<file path="config.mk">
export PLATFORM = sky130hd
export DESIGN_NAME = gtf_common_qpll_seq
export DESIGN_NICKNAME = d
export VERILOG_FILES = /design/src/rtl/gtf_common_qpll_seq.sv
export SDC_FILE = /design/constraint.sdc
export NUM_CORES = 1
export LEC_CHECK = 0
export CORE_AREA = 3 3 88 90
export DETAILED_ROUTE_END_ITERATION = 6
export DIE_AREA = 0 0 91 93
export GPL_TIMING_DRIVEN = 0
export PLACE_DENSITY = 0.84
export SETUP_SLACK_MARGIN = 0.15
export SYNTH_ARGS = -nofsm -noshare
export SYNTH_HDL_FRONTEND = slang
export SYNTH_SLANG_ARGS = --single-unit
</file>
<file path="constraint.sdc">
create_clock -name gtf_cm_drpclk -period 7.3 [get_ports gtf_cm_drpclk]
set_clock_uncertainty 0.15 [all_clocks]
set_input_delay 1.095 -clock gtf_cm_drpclk [delete_from_list [all_inputs] [get_ports gtf_cm_drpclk]]
set_output_delay 1.095 -clock gtf_cm_drpclk [all_outputs]
set_load 0.02 [all_outputs]
</file>
<file path="src/rtl/gtf_common_qpll_seq.sv">
// Per-channel QPLL power-down/reset/lock sequencer: lock qualification,
// timeout retry, failure latch and saturating lock-loss accounting.
module gtf_common_qpll_seq #(
  parameter int unsigned NUM_PLL      = 2,
  parameter int unsigned PD_CYCLES    = 16,
  parameter int unsigned RESET_CYCLES = 32,
  parameter int unsigned LOCK_TIMEOUT = 65536,
  parameter int unsigned LOCK_STABLE  = 256,
  parameter int unsigned MAX_RETRY    = 3,
  parameter int unsigned CNT_W        = 20
) (
  input  logic                 gtf_cm_drpclk,
  input  logic                 gtf_cm_resetn,
  input  logic [NUM_PLL-1:0]   gtf_cm_pll_en,
  input  logic [NUM_PLL-1:0]   gtf_cm_pll_restart,
  input  logic [NUM_PLL-1:0]   gtf_cm_qpll_lock,
  input  logic [NUM_PLL-1:0]   gtf_cm_qpll_refclklost,
  output logic [NUM_PLL-1:0]   gtf_cm_qpll_pd,
  output logic [NUM_PLL-1:0]   gtf_cm_qpll_reset,
  output logic [NUM_PLL-1:0]   gtf_cm_qpll_ready,
  output logic [NUM_PLL-1:0]   gtf_cm_qpll_fail,
  output logic [4*NUM_PLL-1:0] gtf_cm_qpll_retry_cnt,
  output logic [8*NUM_PLL-1:0] gtf_cm_qpll_lost_cnt
);

  localparam int unsigned RW = 4;
  localparam int unsigned LW = 8;

  localparam logic [CNT_W-1:0] PD_LAST     = CNT_W'(PD_CYCLES - 1);
  localparam logic [CNT_W-1:0] RST_LAST    = CNT_W'(RESET_CYCLES - 1);
  localparam logic [CNT_W-1:0] TIMEOUT_LAST = CNT_W'(LOCK_TIMEOUT - 1);
  localparam logic [CNT_W-1:0] STABLE_LAST = CNT_W'(LOCK_STABLE - 1);
  localparam logic [RW-1:0]    RETRY_MAX   = RW'(MAX_RETRY);

  typedef enum logic [2:0] {
    S_OFF       = 3'd0,
    S_RESET     = 3'd1,
    S_WAIT_LOCK = 3'd2,
    S_STABLE    = 3'd3,
    S_READY     = 3'd4,
    S_FAIL      = 3'd5
  } state_e;

  state_e           state_q [NUM_PLL];
  state_e           state_d [NUM_PLL];
  logic [CNT_W-1:0] timer_q [NUM_PLL];
  logic [CNT_W-1:0] timer_d [NUM_PLL];
  logic [RW-1:0]    retry_q [NUM_PLL];
  logic [RW-1:0]    retry_d [NUM_PLL];
  logic [LW-1:0]    lost_q  [NUM_PLL];
  logic [LW-1:0]    lost_d  [NUM_PLL];

  logic [NUM_PLL-1:0] lock_m_q, lock_s_q, rcl_m_q, rcl_s_q;
  logic [NUM_PLL-1:0] pd_d, pd_q, rst_d, rst_q, ready_d, ready_q, fail_d, fail_q;

  // Double-flop synchronisers for the asynchronous QPLL status pins.
  always_ff @(posedge gtf_cm_drpclk or negedge gtf_cm_resetn) begin
    if (!gtf_cm_resetn) begin
      lock_m_q <= '0;
      lock_s_q <= '0;
      rcl_m_q  <= '0;
      rcl_s_q  <= '0;
    end else begin
      lock_m_q <= gtf_cm_qpll_lock;
      lock_s_q <= lock_m_q;
      rcl_m_q  <= gtf_cm_qpll_refclklost;
      rcl_s_q  <= rcl_m_q;
    end
  end

  // Channel state, timers, counters and output registers.
  always_ff @(posedge gtf_cm_drpclk or negedge gtf_cm_resetn) begin
    if (!gtf_cm_resetn) begin
      for (int unsigned i = 0; i < NUM_PLL; i++) begin
        state_q[i] <= S_OFF;
        timer_q[i] <= '0;
        retry_q[i] <= '0;
        lost_q[i]  <= '0;
      end
      pd_q    <= '1;
      rst_q   <= '1;
      ready_q <= '0;
      fail_q  <= '0;
    end else begin
      for (int unsigned i = 0; i < NUM_PLL; i++) begin
        state_q[i] <= state_d[i];
        timer_q[i] <= timer_d[i];
        retry_q[i] <= retry_d[i];
        lost_q[i]  <= lost_d[i];
      end
      pd_q    <= pd_d;
      rst_q   <= rst_d;
      ready_q <= ready_d;
      fail_q  <= fail_d;
    end
  end

  // Next-state logic; outputs are decoded from the next state so they move with it.
  always_comb begin
    logic att_fail;
    logic tmr_clr;
    pd_d    = '1;
    rst_d   = '1;
    ready_d = '0;
    fail_d  = '0;
    for (int unsigned i = 0; i < NUM_PLL; i++) begin
      state_d[i] = state_q[i];
      retry_d[i] = retry_q[i];
      lost_d[i]  = lost_q[i];
      att_fail   = 1'b0;
      tmr_clr    = 1'b0;

      if (!gtf_cm_pll_en[i]) begin
        state_d[i] = S_OFF;
        retry_d[i] = '0;
        tmr_clr    = 1'b1;
      end else if (gtf_cm_pll_restart[i] && (state_q[i] != S_OFF)) begin
        state_d[i] = S_RESET;
        retry_d[i] = '0;
        tmr_clr    = 1'b1;
      end else if (rcl_s_q[i] && ((state_q[i] == S_WAIT_LOCK) || (state_q[i] == S_STABLE))) begin
        state_d[i] = S_RESET;
      end else if (rcl_s_q[i] && (state_q[i] == S_READY)) begin
        state_d[i] = S_RESET;
        retry_d[i] = '0;
        lost_d[i]  = (lost_q[i] == '1) ? lost_q[i] : lost_q[i] + LW'(1);
      end else begin
        case (state_q[i])
          S_OFF: begin
            if (timer_q[i] >= PD_LAST) state_d[i] = S_RESET;
          end
          S_RESET: begin
            // A missing refclk parks the reset pulse at its start.
            if (rcl_s_q[i])                   tmr_clr    = 1'b1;
            else if (timer_q[i] == RST_LAST)  state_d[i] = S_WAIT_LOCK;
          end
          S_WAIT_LOCK: begin
            if (lock_s_q[i])                      state_d[i] = S_STABLE;
            else if (timer_q[i] == TIMEOUT_LAST)  att_fail   = 1'b1;
          end
          S_STABLE: begin
            if (!lock_s_q[i])                    att_fail   = 1'b1;
            else if (timer_q[i] == STABLE_LAST)  state_d[i] = S_READY;
          end
          S_READY: begin
            if (!lock_s_q[i]) begin
              state_d[i] = S_RESET;
              retry_d[i] = '0;
              lost_d[i]  = (lost_q[i] == '1) ? lost_q[i] : lost_q[i] + LW'(1);
            end
          end
          S_FAIL:  state_d[i] = S_FAIL;
          default: state_d[i] = S_OFF;
        endcase
      end

      if (att_fail) begin
        if (retry_q[i] < RETRY_MAX) begin
          retry_d[i] = retry_q[i] + RW'(1);
          state_d[i] = S_RESET;
        end else begin
          retry_d[i] = RETRY_MAX;
          state_d[i] = S_FAIL;
        end
      end

      if (tmr_clr || (state_d[i] != state_q[i])) timer_d[i] = '0;
      else if (timer_q[i] == '1)                 timer_d[i] = timer_q[i];
      else                                       timer_d[i] = timer_q[i] + CNT_W'(1);

      pd_d[i]    = (state_d[i] == S_OFF);
      rst_d[i]   = (state_d[i] == S_OFF) || (state_d[i] == S_RESET) || (state_d[i] == S_FAIL);
      ready_d[i] = (state_d[i] == S_READY);
      fail_d[i]  = (state_d[i] == S_FAIL);
    end
  end

  assign gtf_cm_qpll_pd    = pd_q;
  assign gtf_cm_qpll_reset = rst_q;
  assign gtf_cm_qpll_ready = ready_q;
  assign gtf_cm_qpll_fail  = fail_q;

  for (genvar g = 0; g < NUM_PLL; g++) begin : g_pack
    assign gtf_cm_qpll_retry_cnt[RW*g +: RW] = retry_q[g];
    assign gtf_cm_qpll_lost_cnt[LW*g +: LW]  = lost_q[g];
  end

endmodule

</file>
==> metrics <==
CTS Hold Bufs 0; Pint roughly 660 µW; DRC errors left 0; hold_sp lock_m_q[0]; crit start category input port; Synth area leader dfrtp_1; CP max FO 10; Worst Path Buf+Inv 2; antenna violations before repair 0; simple-gate area share of the yosys netlist 0.274; Initial Util 0.610; CTS tree yes; TNS Setup 0 ns; max incr delay on CP 0.62 ns; final hold violations 0; share of the synthesized area in the top cell type 0.472; most frequent cells after synthesis dfrtp_1 (82), nor2_1 (48), nand2_1 (39); Clock power frac 0.386; row count 31; largest net degree at the start of global routing 56; H-tree depth 3; CTS max path bufs 2; Max-cap violations 0; Comb pwr share 0.045; Reg power frac 0.569; layout cell share with drive strength beyond 1 0.0780; Worst Path Required 7.37 ns; global route total overflow 0; Area Growth Syn to Fin 17.5%; synthesized flop and latch total 86; number of synthesized flops with an enable pin 0; Critical Path Source gtf_cm_pll_en[1]; P per Cell Area 168 nW/µm²; synth unique cells 53; final WL 9100 µm; Synth Area in XOR/XNOR 0.0966; Detailed Route Iter0 Violations 162; post-cts resize count 0; CP Cell Sequence clkdlybuf4s50_1 -> or4b_2 -> nor4_1 -> a22oi_1 -> and3_1 -> mux2i_1 -> clkbuf_1 -> nor3_1; P_sw between 200 and 250 µW; CP max stage cell or4b_2; RSZ-0062 raised after global routing no; ys flop type dfrtp_1; period utilisation layout 0.518; Mapped Area 4350 µm²; wire per inst 15.2 µm; post-DR vias/cell 5.87; Clock Sinks 86; Die ar. around 8500 µm²; clk_lat worst skew between 0.3 and 0.4 ns; Crit Path Category input port to flop; Setup crit end kind flop; WP data arrival 3.85 ns; sequential area share after synthesis 0.496; Mapped Nets 458; CTS buffer count 9; io pins 42; Post-Syn Instances roughly 440; fmax 0.264 GHz; PortBufs 41; root buffer cell clkbuf_8; die height between 90 and 100 µm; r2r startpoint timer_q[10]; Clock Pin Slew Worst Setup and Hold Paths 0.08 ns; Detail Route Antenna Nets 0; GRT Total Usage 0.231; sw frac 0.233; worst min-delay path category flop to flop; Final Max Slew Viols 0; most frequent cell after synthesis dfrtp_1; Syn Area/Cell slightly below 10 µm²; Core Util, Final 0.717; largest family of logic cells by synthesized area simple AND/OR/NAND/NOR gates; Async SR Flop Fraction 1.00; setup bufs post-CTS 0; detailed-route via count 3516; Least-Margin Pin Slew 0.907 ns; Finish-stage setup viols 0; vias in the first global route 3542; status finished clean; Synth Area in Compound Gates 0.0756; # diodes 0; fin crit period 3.78 ns; relative slew slack 0.391; first-pass GRT wire length 16000 µm; synth top area cells dfrtp_1 (47%), xor2_1 (5.6%), nor2_1 (4.1%); nets 511; Ys Warns 0; HPWL after detailed placement 6430 µm; Synth Area in Adders 0.0173; Die W 91 µm; DRT Pass-1 Iters 5; critical path's top delay family simple AND/OR/NAND/NOR gates; post-synthesis mux area share 0.0144; RD Place Congestion 0.914; Lkg Pwr 0.00220 µW; Core ar. approximately 7100 µm²; Peak supply drop 125 µV
[cells by family after synthesis]
family          count (synthesis)
fa+ha+maj                       6
xor+xnor                       48
buf+inv                        27
simple gates                  221
compound gates                 48
flops                          86
mux                             6
[layer usage]
layer	vias to the layer above	GRT usage	part of all wire
met2	111	0.395	0.50
met5	-	0	0
met1	1693	0.292	0.43
li1	1694	-	-
met3	18	0.0547	0.049
met4	0	0.0741	0.017
[cell type report]
cell class	count	area, µm²
Tap cell	99	124
Multi-Input combinational cell	329	2080
Inverter	11	41.3
Clock buffer	13	179
Buffer	16	72.6
Sequential cell	86	2160
Fill cell	535	2020
Timing Repair Buffer	42	435
Clock inverter	3	25.0
[worst reg2reg max path, stage by stage, from the launching register on]
cell      delay [ns]
dfrtp_1         0.34
clkbuf_1        0.27
nand4_1         0.22
nor4_1          0.70
a22oi_1         0.34
and3_1          0.30
mux2i_1         0.24
clkbuf_1        0.39
nor3_1          0.12
[power groups by stage]
| stage | Clock, µW | Combinational, µW | Sequential (µW) |
|---|---|---|---|
| after CTS | 341 | 39.1 | 489 |
| after detailed placement | 0 | 38.9 | 498 |
| after global routing | 362 | 43.7 | 490 |
| final | 332 | 38.4 | 489 |
| after floorplan | 0 | 15.1 | 498 |
| after global placement | 0 | 35.9 | 498 |
[cells in the final DEF, fill, tap and decap left out, drive strengths merged, types with 13 or more instances in the layout]
cell / count
nand4: 23
and3: 16
nand3: 17
dfrtp: 82
nor2: 48
clkbuf: 24
nor4: 15
clkdlybuf4s50: 40
xnor2: 20
nor3: 32
a21oi: 13
nand2: 39
xor2: 28
[flip-flops by register name, indices dropped and copies added, names as in the netlist]
register               flops
lock_m_q                   2
rcl_s_q                    2
gtf_cm_qpll_lost_cnt      16
rcl_m_q                    2
gtf_cm_qpll_reset          2
state_q                    6
gtf_cm_qpll_pd             2
lock_s_q                   2
gtf_cm_qpll_retry_cnt      8
timer_q                   40
gtf_cm_qpll_fail           2
gtf_cm_qpll_ready          2
[per-stage QoR]
| stage | std cells | setup slack [ns] | hold WS [ns] | power (µW) | cell area, µm² |
|---|---|---|---|---|---|
| final | 599 | 3.52 | 0.207 | 860 | 5110 |
| after floorplan | 442 | 4.14 | 0.181 | 513 | 4350 |
| after CTS | 599 | 3.57 | 0.201 | 869 | 5110 |
| after global placement | 582 | 2.08 | 0.183 | 534 | 4880 |
| after global routing | 599 | 3.32 | 0.210 | 896 | 5110 |
| after detailed placement | 583 | 3.21 | 0.185 | 537 | 4910 |
[worst paths after layout]
check	to	slack, ns	cells past startpoint
max in group asynchronous	gtf_cm_qpll_pd[1]	5.84	2
min in group asynchronous	gtf_cm_qpll_ready[0]	0.53	1
worst min register to register	lock_s_q[0]	0.21	0
worst max-delay path	timer_q[4]	3.52	8
worst max register to register	timer_q[4]	4.10	8
worst min-delay path	lock_s_q[0]	0.21	0
Power figures use the tool's default switching activity.
